## src/rtl/rw_stage.sv

```systemverilog
// Register-write stage and 16x32 architectural register file with two async read ports.
// Optional RW_BYPASS_EN macro enables write-through forwarding on the read ports.
module rw_stage #(
  parameter int unsigned NREGS = 16,
  parameter int unsigned PC_W  = 10,
  parameter int unsigned CNT_W = 16
) (
  input  logic                     clk,
  input  logic                     reset,
  input  logic                     in_valid,
  output logic                     in_ready,
  input  logic [PC_W-1:0]          in_pc,
  input  logic [31:0]              in_ir,
  input  logic [31:0]              in_alu_result,
  input  logic [31:0]              in_ld_result,
  input  logic [$clog2(NREGS)-1:0] rd_addr1,
  input  logic [$clog2(NREGS)-1:0] rd_addr2,
  output logic [31:0]              rd_data1,
  output logic [31:0]              rd_data2,
  output logic                     hazard,
  output logic                     halted,
  output logic [CNT_W-1:0]         retired_cnt
);

  localparam int unsigned AW = $clog2(NREGS);

  localparam logic [4:0] OpCmp  = 5'b00101;
  localparam logic [4:0] OpAluHi = 5'b01001;
  localparam logic [4:0] OpLd   = 5'b01110;
  localparam logic [4:0] OpCall = 5'b10011;
  localparam logic [4:0] OpHlt  = 5'b11111;

  logic             stage_valid_q, stage_valid_d;
  logic [PC_W-1:0]  pc_q, pc_d;
  logic [31:0]      ir_q, ir_d;
  logic [31:0]      alu_q, alu_d;
  logic [31:0]      ld_q, ld_d;
  logic             halted_q, halted_d;
  logic [CNT_W-1:0] cnt_q, cnt_d;
  logic [31:0]      regs_q [NREGS];

  logic [4:0]    op;
  logic          wen;
  logic [AW-1:0] dest;
  logic [31:0]   wdata;
  logic          transfer;
  logic          commit;
  logic          unused_ir;

  assign op        = ir_q[31:27];
  assign unused_ir = ^{ir_q[26], ir_q[21:0]};

  assign in_ready  = ~halted_q;
  assign transfer  = in_valid & in_ready;
  assign commit    = stage_valid_q;

  // Writers: ALU ops 00000..01001 except cmp, plus ld and call.
  always_comb begin
    wen = 1'b0;
    if ((op <= OpAluHi) && (op != OpCmp)) begin
      wen = 1'b1;
    end else if ((op == OpLd) || (op == OpCall)) begin
      wen = 1'b1;
    end
  end

  always_comb begin
    dest  = ir_q[25:22];
    wdata = alu_q;
    if (op == OpCall) begin
      dest  = AW'(NREGS - 1);
      wdata = {{(32 - PC_W){1'b0}}, pc_q + PC_W'(1)};
    end else if (op == OpLd) begin
      wdata = ld_q;
    end
  end

  always_comb begin
    stage_valid_d = transfer;
    pc_d          = pc_q;
    ir_d          = ir_q;
    alu_d         = alu_q;
    ld_d          = ld_q;
    halted_d      = halted_q;
    cnt_d         = cnt_q;
    if (transfer) begin
      pc_d  = in_pc;
      ir_d  = in_ir;
      alu_d = in_alu_result;
      ld_d  = in_ld_result;
    end
    if (commit) begin
      cnt_d = cnt_q + CNT_W'(1);
      if (op == OpHlt) begin
        halted_d = 1'b1;
      end
    end
  end

  always_ff @(posedge clk) begin
    if (reset) begin
      stage_valid_q <= 1'b0;
      pc_q          <= '0;
      ir_q          <= '0;
      alu_q         <= '0;
      ld_q          <= '0;
      halted_q      <= 1'b0;
      cnt_q         <= '0;
    end else begin
      stage_valid_q <= stage_valid_d;
      pc_q          <= pc_d;
      ir_q          <= ir_d;
      alu_q         <= alu_d;
      ld_q          <= ld_d;
      halted_q      <= halted_d;
      cnt_q         <= cnt_d;
    end
  end

  always_ff @(posedge clk) begin
    if (reset) begin
      for (int i = 0; i < NREGS; i++) begin
        regs_q[i] <= '0;
      end
    end else if (commit && wen) begin
      regs_q[dest] <= wdata;
    end
  end

`ifdef RW_BYPASS_EN
  always_comb begin
    rd_data1 = regs_q[rd_addr1];
    rd_data2 = regs_q[rd_addr2];
    if (stage_valid_q && wen && (dest == rd_addr1)) begin
      rd_data1 = wdata;
    end
    if (stage_valid_q && wen && (dest == rd_addr2)) begin
      rd_data2 = wdata;
    end
  end
  assign hazard = 1'b0;
`else
  assign rd_data1 = regs_q[rd_addr1];
  assign rd_data2 = regs_q[rd_addr2];
  assign hazard   = stage_valid_q & wen & ((dest == rd_addr1) | (dest == rd_addr2));
`endif

  assign halted      = halted_q;
  assign retired_cnt = cnt_q;

endmodule

```

## config.mk

```make
export PLATFORM = sky130hd
export DESIGN_NAME = rw_stage
export DESIGN_NICKNAME = d
export VERILOG_FILES = /design/src/rtl/rw_stage.sv
export SDC_FILE = /design/constraint.sdc
export NUM_CORES = 1
export LEC_CHECK = 0
export CAP_MARGIN = 20
export CORE_MARGIN = 3
export CORE_UTILIZATION = 60
export DETAILED_ROUTE_END_ITERATION = 8
export PLACE_DENSITY_LB_ADDON = 0.1
export SETUP_SLACK_MARGIN = 0.02
export SLEW_MARGIN = 30
export SYNTH_ARGS = -nofsm -noshare
export SYNTH_HDL_FRONTEND = slang
export SYNTH_SLANG_ARGS = --single-unit
```

## constraint.sdc

```tcl
create_clock -name clk -period 5.2 [get_ports clk]
set_input_delay 1.04 -clock clk [delete_from_list [all_inputs] [get_ports clk]]
set_output_delay 1.04 -clock clk [all_outputs]
set_load 0.03 [all_outputs]
```

Yosys cells after proc, flatten, opt, wreduce, memory -nomap -nowiden

Memories as Yosys holds them, arrays and structs flattened.
Index checks and enable logic that the tools add are counted.
W data, S select, Z words.

Register bits after elaboration: 124
RAM bits: 512
Input port bits: 117
Output and inout bits: 83
Logic and storage cells: 40
Memories: 1

Memory list:

| name   | depth | bits a word | read ports | clocked after Yosys merged registers in | wr ports | line | text |
|---|---|---|---|---|---|---|---|
| regs_q | 16    | 32          | 2          | 0                                       | 16       | 40   | `logic [31:0] regs_q [NREGS];` |

Add/subtract/negate cells: 2
Order comparisons: 1
Eq/ne operators: 6
Muxes and demuxes: 13
Bitwise gates (word level): 5
Reduce and logical (&&, ||, !) cells: 5

Operators with widths:

| cell                    | count |
|---|---|
| $mux W32                | 3 |
| $reduce_or A32 Y1       | 1 |
| $add A16 B1 Y16 const B | 1 |
| $add A10 B1 Y10 const B | 1 |
| $eq A5 B5 Y1 const B    | 2 |
| $eq A4 B4 Y1            | 2 |
| $mux W1                 | 8 |
| $mux W4                 | 2 |
| $eq A5 B4 Y1 const B    | 1 |
| $le A5 B4 Y1 const B    | 1 |
| $ne A5 B3 Y1 const B    | 1 |
| $and A1 B1 Y1           | 3 |
| $logic_and A1 B1 Y1     | 2 |
| $reduce_and A2 Y1       | 1 |
| $logic_or A1 B1 Y1      | 1 |
| $not A1 Y1              | 1 |
| $or A1 B1 Y1            | 1 |

Longest topological paths before layout

Gate-level depths: netlist of run 1.

Depth after elaboration: 10
Mapped depth: 11
Mapped depth without buffers: 6

Worst setup path before layout of run 1

OpenSTA, ideal clock, no wires.

Kind: input to register
Start point: input port reset
End point: memory regs_q[14][0] (enable)
Setup time: 428 ps
Data arrival time: 3,522 ps
Data required time: 4,772 ps
Slack: 1,250 ps
Stages: 6
Path buffers: 3
Cell sequence: o31a_1 or2_1 buf_6 buf_6 buf_6 o21bai_1

RTL lines:

| what            | line | text |
|---|---|---|
| start, declared | 9    | `input logic reset,` |
| end, declared   | 40   |  |

Worst setup path in the final report of run 1

Start point: input port rd_addr2[1]
End point: output port rd_data2[8]

Longest elaborated chain between the ends: 1

RTL lines:

| what            | line | text |
|---|---|---|
| start, declared | 17   | `input logic [$clog2(NREGS)-1:0] rd_addr2,` |
| $mem_v2 Z16 W32 | -    |  |
| end, declared   | 19   | `output logic [31:0] rd_data2,` |

Every way passes these cells.

==> results of run 1 <==
stage by stage:
stage                     worst slack [ns]  area, um2  total power, W  hold slack [ns]
after floorplan                      1.250      30840        0.006587           0.4329
after global placement              0.5990      33310        0.007125           0.4423
after detailed placement            0.6117      33320        0.007159           0.4452
after CTS                           0.6108      35310         0.01148           0.4538
after global routing                0.5632      35330         0.01176           0.4726
final                               0.5821      35330         0.01147           0.4530
Yosys cell counts, drive strengths merged (7+ instances only):
cell type	number	area, um2
edfxtp	512	15370
a21oi	100	511.8
nand2b	18	112.6
mux2	7	78.83
nor2	163	611.8
mux4	320	7207
nor3	372	1957
o21ai	7	35.03
buf	90	541.8
clkbuf	153	574.3
xor2	13	113.9
or3	7	43.79
dfxtp	101	2022
xnor2	9	78.83
mux2i	27	270.3
nand4	7	43.79
nand2	189	711.9
nand3	18	90.09
power groups by stage:
stage	logic (W)	clock network, W	registers [W]
2_1_floorplan	0.000931	0	0.00566
3_3_place_gp	0.00145	0	0.00567
3_5_place_dp	0.00146	0	0.00570
4_1_cts	0.00147	0.00441	0.00559
5_1_grt	0.00154	0.00460	0.00561
6_report	0.00148	0.00439	0.00560
per-layer routing:
| layer | track usage, % | vias up |
|---|---|---|
| met2 | 51.94 | 1423 |
| met1 | 43.96 | 10430 |
| met4 | 11.45 | 0 |
| met5 | 0 | - |
| li1 | - | 8680 |
| met3 | 7.382 | 219 |
kinds of logic after synthesis:
family | after synthesis | synth area share, %
buffers and inverters | 245 | 3.643
XOR/XNOR | 22 | 0.6247
multiplexers | 354 | 24.50
AO/OA/AOI/OAI | 130 | 2.406
flip-flops | 613 | 56.40
adder cells (fa/ha/maj) | 2 | 0.08112
AND/OR/NAND/NOR | 806 | 12.34
flip-flops by register name, indices dropped and copies added (netlist names):
name,flops
halted,1
alu_q,32
ld_q,32
regs_q,512
commit,1
ir_q,9
retired_cnt,16
pc_q,10
worst register-to-register path, stage by stage (launching register included):
cell	delay, ns
dfxtp_1	0.42
and4bb_1	0.39
a21oi_1	0.64
nor4b_2	0.41
nand2_1	0.48
nand2b_2	0.93
buf_4	0.34
final timing paths:
| path | slack [ns] | endpoint |
|---|---|---|
| worst max-delay path | 0.58 | rd_data2[8] |
| worst min-delay path | 0.45 | ld_q[6] |
| worst max register to register | 1.27 | regs_q[0][24] |
| worst min register to register | 0.45 | ld_q[6] |
area by class of cell:
| class | count | area share [%] |
|---|---|---|
| flip-flops and latches | 613 | 49.24 |
| repair buffers | 266 | 7.496 |
| well taps | 672 | 2.380 |
| clock inverters | 22 | 0.5205 |
| multi-input cells | 1314 | 35.25 |
| clock buffers | 91 | 5.099 |
| inverters | 2 | 0.02125 |
==> flow_summary.ini, run 1 <==
[setup_path]
max_stage_delay_ns = 0.62
crit_slowest_cell = buf_4
cp_num_cells = 5
cp-end-kind = primary output
crit_arrival_ns = 3.58
path_buf_inv = 3
r2r_cells = 6
worst_path_most_repeated_cell = mux4_2
crit_family = buffers and inverters
path_max_fanout = 50
crit_chain = buf_4, buf_12, mux4_2, mux4_2, clkdlybuf4s50_1
critPathLaunchType = input port
worstSetupPathType = in -> out
r2r_start = ir_q[28]
critical_path_required_ns = 4.16
crit_start = rd_addr2[1]

[global_route]
grt_pass1_vias = 20900
antenna_found_initial = 0
overflow = 0
grt.total_usage_pct = 32.29
grt_pass1_wl_um = 128300
grt_max_degree = 102

[yosys]
syn_area_mm2 = 0.03084
ys_async_sr_fraction_pct = 0
synth_edf_count = 512
avgSynthCellArea_um2 = 14.20
ys_warn_count = 0
postSynthCellCount = 2172
yosysSeqAreaShare_pct = 56.40
yosysUniqueCellTypes = 53
synth-main-ff-cell = edfxtp_1
synth-seq-cells = 613
synth_nets = 2291

[timing]
fin_crit_sh_pct = 88.81
finClkSkew_ns = 0.01956
tightest_slew_ns = 1.015
finalMaxSlewViolations = 0
relSlewSlack_pct = 32.34
setup_violations = 0
fmax_mhz = 216.5
fin_crit_ns = 4.618
finalSetupTns_ns = 0
hold_violations = 0
rsz0062_at_grt = no

[floorplanning]
coreArea_mm2 = 0.05048
rows = 82
ios = 200
die_h_um = 232.7
initial_core_util_pct = 61.10
die-area_mm2 = 0.05416
die_w_um = 232.7

[power]
swShare_pct = 24.48
ir_drop_v = 0.0002929
p_switching_w = 0.002807
clock_power_share_pct = 38.3
p_leak_nw = 11.61
pwr_density_cell_mw_per_mm2 = 324.5
p_seq_share_pct = 48.8
p_int_w = 0.008658
comb_power_share_pct = 12.9

[drt]
wl_met2_um = 41780
vias = 20760
dr.pass1.iters = 7
drt_iter0_markers = 2595
drc_errors = 0
ant_nets = 0
route.met3.wl_um = 9844
highest-signal-layer = met4
wl_met1_um = 31390
vias_per_cell = 6.965
wl_um = 86130
wl_per_cell_um = 28.90

[layout]
layout-drive-gt1-share_pct = 24.83
multi_input_area_mm2 = 0.01245
final_util_pct = 70.00
layout_common_cells = edfxtp_1 (512), nor3_1 (353), mux4_2 (320)
final_common_cell = edfxtp_1
area_delta_synth_final_pct = 14.56
fill_cells = 3471
layout.nets = 2377
finalNonFillerCells = 2980
diodes = 0
regArea_mm2 = 0.01740

[place]
gp_congestion = 0.8096
place_inst = 2866
io_buffers = 176
dp_hpwl_um = 50330

[cts]
ctsHoldBuffers = 0
cts.sinks = 613
cts_root_buf = clkbuf_16
path_clk_slew_ns = 0.06
clock_latency_ns = 0.64
post-cts-setup-buffers = 0
cts_tree = yes
cts_resized = 0
cts_made_buffers = 61
h-tree-depth = 2
clk_path_buf_depth = 3

[worst_hold_path]
hold_path_class = reg -> reg
hold_depth = 2
min_from = ld_q[6]

[flow_run]
drv_cap = 0

[status]
status = finished, final reports clean
No activity file was read; power rests on OpenSTA's default activity.
==> run 2: changes to the inputs <==
--- a/config.mk
+++ b/config.mk
@@ -6,9 +6,10 @@
 export NUM_CORES = 1
 export LEC_CHECK = 0
 export CAP_MARGIN = 20
-export CORE_MARGIN = 3
+export CORE_MARGIN = 1.5
 export CORE_UTILIZATION = 60
 export DETAILED_ROUTE_END_ITERATION = 8
+export HOLD_SLACK_MARGIN = 0.08
 export PLACE_DENSITY_LB_ADDON = 0.1
 export SETUP_SLACK_MARGIN = 0.02
 export SLEW_MARGIN = 30
==> run 2 against run 1 <==
Effect of this change:
- final cell count rose by 0.27%
- global-route usage increased by 0.18 points
- wire length fell by 1.8%
- critical endpoint is now rd_data2[29]
==> flow_summary.ini, run 2 (synthesis gave the netlist of run 1 again) <==
[drt]
drc_errors = 0
wl_met1_um = 31560
route.met3.wl_um = 9748
dr.pass1.iters = 6
wl_met2_um = 40090
ant_nets = 0
wl_per_cell_um = 28.30
vias_per_cell = 6.936
highest-signal-layer = met4
drt_iter0_markers = 2563
wl_um = 84550
vias = 20730

[setup_path]
crit_start = rd_addr2[0]
r2r_cells = 6
r2r_start = ir_q[30]
path_max_fanout = 44
worstSetupPathType = in -> out
ff2ff_setup_slack_ns = 1.35
critPathLaunchType = input port
cp-end-kind = primary output
timing.rr.end = regs_q[8][22]
critical_path_required_ns = 4.16
crit_arrival_ns = 3.67

[layout]
area_delta_synth_final_pct = 14.63
reg_top3 = regs_q (512), alu_q (32), ld_q (32)
final_common_cell = edfxtp_1
layout-drive-gt1-share_pct = 24.96
layout.nets = 2386
layout_common_cells = edfxtp_1 (512), nor3_1 (353), mux4_2 (320)
regMostFlops = regs_q
diodes = 0
largest_register_ff_count = 512

[global_route]
grt_pass1_vias = 20910
grt_max_degree = 101
overflow = 0
grt.total_usage_pct = 32.47
antenna_found_initial = 0
grt_pass1_wl_um = 126800

[timing]
fin_crit_ns = 4.707
hold_violations = 0
rsz0062_at_grt = no
setup_violations = 0
fin_crit_sh_pct = 90.52
tightest_slew_ns = 0.9928
hold_ws_ns = 0.4516
finalSetupTns_ns = 0
finalMaxSlewViolations = 0
finClkSkew_ns = 0.01183
relSlewSlack_pct = 33.58
fmax_mhz = 212.4

[worst_hold_path]
hold_end = alu_q[0]
hold_depth = 2
hold_path_class = reg -> reg
min_from = alu_q[0]

[power]
p_leak_nw = 11.64
ir_drop_v = 0.0002596
pwr_density_cell_mw_per_mm2 = 322.4

[floorplanning]
coreArea_mm2 = 0.05048
die-area_mm2 = 0.05277
die_w_um = 229.7
ios = 200
die_h_um = 229.7
rows = 82
initial_core_util_pct = 61.10

[place]
io_buffers = 176
dp_hpwl_um = 50220
gp_congestion = 0.8270

[cts]
ctsHoldBuffers = 0
clock_latency_ns = 0.62
h-tree-depth = 2
clk_path_buf_depth = 3
cts_tree = yes
cts_made_buffers = 60
cts.sinks = 613
cts_resized = 0
cts_root_buf = clkbuf_16
post-cts-setup-buffers = 0
path_clk_slew_ns = 0.06

[flow_run]
drv_cap = 0

[status]
status = finished, final reports clean
## run 2: changes by cell type in the layout (fill, tap and decap cells not counted), moves of 2 or more
cell	previous run	this run
bufinv_16	3	5
buf_4	71	82
clkbuf_2	3	0
clkinv_1	9	11
clkbuf_16	65	62
clkinv_2	7	11
## run 2: power breakdown
group	internal (W)	switching [W]	total, W
combinational	0.000641	0.000833	0.00147
clock	0.00251	0.00182	0.00433
sequential	0.00549	0.000105	0.00559
total	0.00864	0.00276	0.0114
## run 2: routing by layer
metal	global-route usage (%)	vias to the layer above
met2	51.46	1359
li1	-	8701
met1	45.77	10450
met4	11.42	0
met5	0	-
met3	6.176	211
## run 2: how the worst max path moves through the flow
stage | end | slack, ns | depth (start not counted)
after floorplan | regs_q[14][0] | 1.25 | 6
after global placement | rd_data2[7] | 0.48 | 5
after detailed placement | rd_data2[7] | 0.47 | 5
after CTS | rd_data2[7] | 0.47 | 5
after global routing | rd_data2[29] | 0.40 | 5
final | rd_data2[29] | 0.49 | 5
## run 2: stage by stage
step / power, W / cells / area (um2) / util (%) / worst slack [ns]
global placement: 0.007123 / 2877 / 33380 / 66.14 / 0.4771
CTS: 0.01142 / 2988 / 35340 / 70.00 / 0.4736
floorplan: 0.006587 / 2172 / 30840 / - / 1.250
finish: 0.01140 / 2988 / 35360 / 70.04 / 0.4930
detailed placement: 0.007160 / 2877 / 33390 / 66.15 / 0.4668
global route: 0.01169 / 2988 / 35360 / 70.04 / 0.4026
## run 2: worst max-delay path, stage by stage
cell,delay [ns]
clkbuf_8,0.52
buf_4,0.36
mux4_2,0.56
mux4_2,0.52
clkdlybuf4s50_1,0.63
## run 2: layout make-up
type / instances / area, um2
multi-input cells: 1314 / 12460
flip-flops and latches: 613 / 17400
clock buffers: 84 / 1698
clock inverters: 27 / 246.5
fillers: 3503 / 15120
well taps: 672 / 840.8
repair buffers: 276 / 2711
inverters: 2 / 7.507
